$ cat src/rtl/aes_pkg.sv
// Shared defaults, FSM state encoding and packet layout for the AES packet sequencer.
package aes_pkg;

   localparam int PW_DEFAULT    = 64;
   localparam int DEPTH_DEFAULT = 16;

   typedef enum logic [2:0] {
      IDLE,
      ENC_SETUP,
      ENC_WE,
      DEC_SETUP,
      DEC_RE,
      DEC_CHK,
      DONE
   } state_t;

   typedef struct packed {
      logic [PW_DEFAULT-1:0] data;
      logic [PW_DEFAULT-1:0] key;
   } pkt_t;

endpackage

$ cat src/rtl/aes_pkt_buf.sv
// Packet buffer: DEPTH entries of {data, key}, one synchronous write port and
// one combinational read port. Contents are not reset.
module aes_pkt_buf
   import aes_pkg::*;
#(
   parameter int DEPTH = DEPTH_DEFAULT,
   parameter int W     = 2 * PW_DEFAULT
) (
   input  logic                     clk,
   input  logic                     we,
   input  logic [$clog2(DEPTH)-1:0] waddr,
   input  logic [W-1:0]             wdata,
   input  logic [$clog2(DEPTH)-1:0] raddr,
   output logic [W-1:0]             rdata
);

   logic [W-1:0] mem [DEPTH];

   always_ff @(posedge clk) begin
      if (we) begin
         mem[waddr] <= wdata;
      end
   end

   assign rdata = mem[raddr];

endmodule

$ cat src/rtl/aes_pkt_sequencer.sv
// Buffers {data, key} packets, replays them into the AES core as write pulses,
// then on request replays the same batch as read pulses with scoreboard strobes.
module aes_pkt_sequencer
   import aes_pkg::*;
#(
   parameter int DEPTH = DEPTH_DEFAULT,
   parameter int PW    = PW_DEFAULT
) (
   input  logic                   clk,
   input  logic                   rst,
   input  logic                   in_valid,
   output logic                   in_ready,
   input  logic [PW-1:0]          in_data,
   input  logic [PW-1:0]          in_key,
   input  logic                   start_dec,
   output logic [PW-1:0]          aes_data,
   output logic [PW-1:0]          aes_key,
   output logic                   aes_we,
   output logic                   aes_re,
   output logic [PW-1:0]          exp_data,
   output logic                   sb_strobe,
   output logic [$clog2(DEPTH):0] pkt_count,
   output logic                   busy,
   output logic                   done
);

   localparam int AW = $clog2(DEPTH);
   localparam int CW = AW + 1;

   state_t          state;
   state_t          state_next;
   logic [CW-1:0]   wr_ptr;
   logic [CW-1:0]   enc_ptr;
   logic [CW-1:0]   dec_ptr;
   logic            dec_pending;
   logic            dec_locked;
   logic            dec_read;
   logic            xfer;
   logic            dec_req;
   logic [AW-1:0]   rd_addr;
   logic [2*PW-1:0] rd_pkt;
   logic [PW-1:0]   rd_data;
   logic [PW-1:0]   rd_key;

   assign dec_locked = (state == DEC_SETUP) || (state == DEC_RE) ||
                       (state == DEC_CHK)   || (state == DONE);
   assign dec_read   = (state == DEC_SETUP) || (state == DEC_RE) || (state == DEC_CHK);

   assign in_ready  = !dec_pending && !dec_locked && (wr_ptr < CW'(DEPTH));
   assign xfer      = in_valid && in_ready;
   // A start request in the same cycle as the first transfer still counts.
   assign dec_req   = start_dec && !dec_pending && !dec_locked &&
                      ((wr_ptr != '0) || xfer);

   assign pkt_count = wr_ptr;
   assign busy      = (state != IDLE) || dec_pending;

   assign rd_addr = dec_read ? dec_ptr[AW-1:0] : enc_ptr[AW-1:0];
   assign rd_data = rd_pkt[2*PW-1:PW];
   assign rd_key  = rd_pkt[PW-1:0];

   aes_pkt_buf #(
      .DEPTH (DEPTH),
      .W     (2 * PW)
   ) u_buf (
      .clk   (clk),
      .we    (xfer),
      .waddr (wr_ptr[AW-1:0]),
      .wdata ({in_data, in_key}),
      .raddr (rd_addr),
      .rdata (rd_pkt)
   );

   // State and pointer registers; DONE empties the batch for the next round.
   always_ff @(posedge clk) begin
      if (rst) begin
         state       <= IDLE;
         wr_ptr      <= '0;
         enc_ptr     <= '0;
         dec_ptr     <= '0;
         dec_pending <= 1'b0;
      end else begin
         state <= state_next;
         if (state == DONE) begin
            wr_ptr  <= '0;
            enc_ptr <= '0;
            dec_ptr <= '0;
         end else begin
            if (xfer) begin
               wr_ptr <= wr_ptr + CW'(1);
            end
            if (state == ENC_WE) begin
               enc_ptr <= enc_ptr + CW'(1);
            end
            if (state == DEC_CHK) begin
               dec_ptr <= dec_ptr + CW'(1);
            end
         end
         if (state_next == DEC_SETUP) begin
            dec_pending <= 1'b0;
         end else if (dec_req) begin
            dec_pending <= 1'b1;
         end
      end
   end

   // Next-state and core-facing outputs; encryption always drains before decryption.
   always_comb begin
      state_next = state;
      aes_data   = '0;
      aes_key    = '0;
      aes_we     = 1'b0;
      aes_re     = 1'b0;
      exp_data   = '0;
      sb_strobe  = 1'b0;
      done       = 1'b0;
      case (state)
         IDLE: begin
            if (enc_ptr < wr_ptr) begin
               state_next = ENC_SETUP;
            end else if (dec_pending) begin
               state_next = DEC_SETUP;
            end
         end
         ENC_SETUP: begin
            aes_data   = rd_data;
            aes_key    = rd_key;
            state_next = ENC_WE;
         end
         ENC_WE: begin
            aes_data   = rd_data;
            aes_key    = rd_key;
            aes_we     = 1'b1;
            state_next = IDLE;
         end
         DEC_SETUP: begin
            aes_data   = rd_data;
            aes_key    = rd_key;
            exp_data   = rd_data;
            state_next = DEC_RE;
         end
         DEC_RE: begin
            aes_data   = rd_data;
            aes_key    = rd_key;
            exp_data   = rd_data;
            aes_re     = 1'b1;
            state_next = DEC_CHK;
         end
         DEC_CHK: begin
            aes_data  = rd_data;
            aes_key   = rd_key;
            exp_data  = rd_data;
            sb_strobe = 1'b1;
            if ((dec_ptr + CW'(1)) == wr_ptr) begin
               state_next = DONE;
            end else begin
               state_next = DEC_SETUP;
            end
         end
         DONE: begin
            done       = 1'b1;
            state_next = IDLE;
         end
         default: begin
            state_next = IDLE;
         end
      endcase
   end

endmodule

$ cat config.mk
export PLATFORM = sky130hd
export DESIGN_NAME = aes_pkt_sequencer
export DESIGN_NICKNAME = d
export VERILOG_FILES = /design/src/rtl/aes_pkg.sv /design/src/rtl/aes_pkt_buf.sv /design/src/rtl/aes_pkt_sequencer.sv
export SDC_FILE = /design/constraint.sdc
export NUM_CORES = 2
export LEC_CHECK = 0
export ABC_AREA = 1
export BUFFER_PORTS_ARGS = -buffer_cell sky130_fd_sc_hd__buf_2
export CELL_PAD_IN_SITES_DETAIL_PLACEMENT = 0
export CELL_PAD_IN_SITES_GLOBAL_PLACEMENT = 2
export CORE_UTILIZATION = 41
export CTS_CLUSTER_SIZE = 25
export DETAILED_ROUTE_END_ITERATION = 10
export PLACE_DENSITY = 0.84
export SYNTH_ARGS = -nofsm -noshare
export SYNTH_HDL_FRONTEND = slang
export SYNTH_HIERARCHICAL = 1
export SYNTH_SLANG_ARGS = --single-unit
$ cat constraint.sdc
create_clock -name clk -period 9.53 [get_ports clk]
set_clock_uncertainty 0.2 [all_clocks]
set_input_delay 0.4765 -clock clk [delete_from_list [all_inputs] [get_ports clk]]
set_output_delay 0.4765 -clock clk [all_outputs]
set_load 0.02 [all_outputs]
==> flow_summary.yaml <==
outcome:
  status: "complete, but fails checks"
  violations: "design-rule violations"
synth:
  synth_area_leaders: "edfxtp_1, nand2_1, nand3_1"
  synth_commonest_cells: "nand2_1, edfxtp_1, nand3_1, inv_1, buf_2"
  yosysMostFrequentCell: "nand2_1"
  yosys.cell_types.count: 30
  synth.ff_latch_count: 2067
  synth_area_um2: 87540
  async_flop_share_pct: 0
  yosysTopAreaCell: "edfxtp_1"
  synth-edff-count: 2048
  synthCells: 8178
  synth.avg_cell_area_um2: 10.70
  synth_ff_type: "edfxtp_1"
  synth_top_area_share_pct: 70.25
  synth_warnings: 6
  seq_area_frac_synth_pct: 70.69
  synth_nets: 8319
setup_path:
  required_ns: 8.85
  path_max_fanout: 188
  slowest_stage: "buf_4"
  crit_path_frequent_cell: "nand2_1"
  worstSetupStartpointType: "flop"
  arrival_ns: 6.05
  crit_type: "reg2out"
  slowest_delay_ns: 0.98
  worstSetupEndpointType: "output port"
  path_cells: "inv_2, nand2_1, nor2_2, nor2_4, nand2_1, o21ai_4, buf_4, buf_12, buf_4, nand2_1, nand3_1, nand3_1, nand2_1, nand2_1, nand2_1, inv_1, nor2_1, buf_2"
die:
  core_um2: 212100
  num_rows: 169
  io_pins: 335
  die_area_um2: 215400
  fp.dieW_um: 464.1
  initial_utilization_pct: 41.28
  dieHeight_um: 464.1
sta:
  fmax_ghz: 0.1487
  worstMarginPinSlew_ns: 1.345
  fin_setup_tns_ns: 0
  setup_viol: 0
  min_period_ns: 6.723
  hold_viol_final: 0
  fin_crit_sh_pct: 70.55
  slew_headroom_pct: 10.31
  rsz0062_at_grt: "no"
  maxSlewViolCount: 0
cts:
  clock_sinks: 2067
  clkTransAtPathRegs_ns: 0.06
  cts_max_level: 4
  post_cts_buffers: 0
  clk_path_buf_depth: 3
  clk_latency_ns: 0.85
  cts_tree: "yes"
  root_buffer: "clkbuf_16"
  cts_buffers: 213
layout:
  syn_to_final_growth_pct: 13.77
  final_area_um2: 99600
  nets: 8629
  final_util_pct: 46.96
  drive_above_1_share_pct: 8.608
placed_design:
  hpwl_um: 108200
  post_dp_cell_area_um2: 91590
  gp_congestion: 0.7456
  port_buffers: 334
pwr:
  p_sw_share_pct: 30.67
  ir_worst_vdd_mv: 0.2145
  clock_power_share_pct: 34.3
  p_int_uw: 16160
  leakage_uw: 0.04043
  seqPwrFrac_pct: 44.6
  p_sw_uw: 7149
  power.density_nw_per_um2: 234.0
  combinationalPowerShare_pct: 21.1
routing:
  drc: 96
  vias: 57890
  routed_wl_um: 237300
  drtPass1Iterations: 9
  ant_nets: 0
  routedWlPerCell_um: 20.64
  drtIter0Drc: 4663
  viasPerCell: 5.035
grt:
  grt-ovfl-total: 0
  grt_pass1_wl_um: 351900
  grt_max_degree: 243
  grt_pass1_vias: 54980
  antenna_found_initial: 27
  groute.usage.overall_pct: 21.76
run:
  maxCapViolCount: 0
worst_hold_path:
  hp-class: "in2reg"
-- layer usage --
layer / vias up / GRT usage (%) / wire, µm
li1: 27610 / - / -
met1: 28290 / 30.31 / 106400
met2: 1618 / 35.68 / 111700
met3: 350 / 3.290 / 14210
met4: 26 / 5.316 / 4838
met5: - / 0 / 157
-- power by group through the flow --
stage | Clock (µW) | Sequential [µW] | Combinational [µW]
finish | 7990 | 10400 | 4910
global route | 8500 | 10400 | 5500
CTS | 8150 | 10400 | 4990
detailed placement | 0 | 10600 | 4910
global placement | 0 | 10600 | 4880
floorplan | 0 | 10600 | 3380
-- per-stage QoR --
stage | hold slack (ns) | std cells | total power, µW | worst slack (ns)
final | 0.1518 | 11500 | 23310 | 2.807
after detailed placement | 0.2676 | 10960 | 15510 | 3.723
after floorplan | 0.2421 | 8178 | 14020 | 2.041
after CTS | 0.08582 | 11490 | 23540 | 2.777
after global routing | 0.1342 | 11490 | 24410 | 2.346
after global placement | 0.2629 | 10960 | 15460 | 3.811
-- final cells by class --
class                           instances  area, µm²
Fill cell                           19240     112500
Sequential cell                      2067      61880
Multi-Input combinational cell       4639      19710
Clock buffer                          265       5525
Timing Repair Buffer                  543       3919
Inverter                             1024       3887
Tap cell                             2821       3530
Clock inverter                        128       1117
Antenna cell                           11      27.53
-- critical path: cells and delay by family (launching register included) --
family / cells / cell delay (ns)
AO/OA/AOI/OAI: 1 / 0.08
flip-flops: 1 / 0.48
buffers and inverters: 6 / 2.76
AND/OR/NAND/NOR: 11 / 1.63
-- timing repair --
item | 4_1_cts | 5_1_grt
hold buffers | 131 | 0
endpoints found under the setup margin | 0 | 0
resized for setup | 0 | 0
endpoints found under the hold margin | 2060 | 0
-- cells in the final DEF, fill, tap and decap left out, types with 11 or more instances in the layout --
master	instances
dfxtp_1	19
clkinv_1	61
clkinv_2	30
nand2_1	2851
edfxtp_1	2048
a21oi_1	15
buf_4	50
nor2_4	18
nor2_1	205
or2_2	20
diode_2	11
buf_2	334
buf_12	28
clkbuf_1	52
nand3_1	1482
dlygate4sd3_1	131
inv_1	1017
clkbuf_16	213
bufinv_16	15
-- worst paths after layout --
path / start / to / slack (ns) / depth (start not counted)
worst max-delay path: state[1] / aes_key[55] / 2.81 / 18
worst min-delay path: rst / state[1] / 0.15 / 3
worst max register to register: state[1] / u_buf/mem[1][116] / 4.66 / 10
worst min register to register: enc_ptr[4] / enc_ptr[4] / 0.27 / 2
-- registers in the layout, summed over array words and instances, names as in the netlist --
name	flops
enc_ptr	5
dec_pending	1
pkt_count	5
state	3
dec_ptr	5
u_buf/mem	2048
-- logic make-up after synthesis --
family	after synthesis	synth area share, %
compound gates	35	0.2087
buf+inv	1472	7.005
xor+xnor	1	0.01001
flops	2067	70.69
fa+ha+maj	9	0.1286
simple gates	4594	21.96
Note: power is estimated with default switching activity, not from simulation.
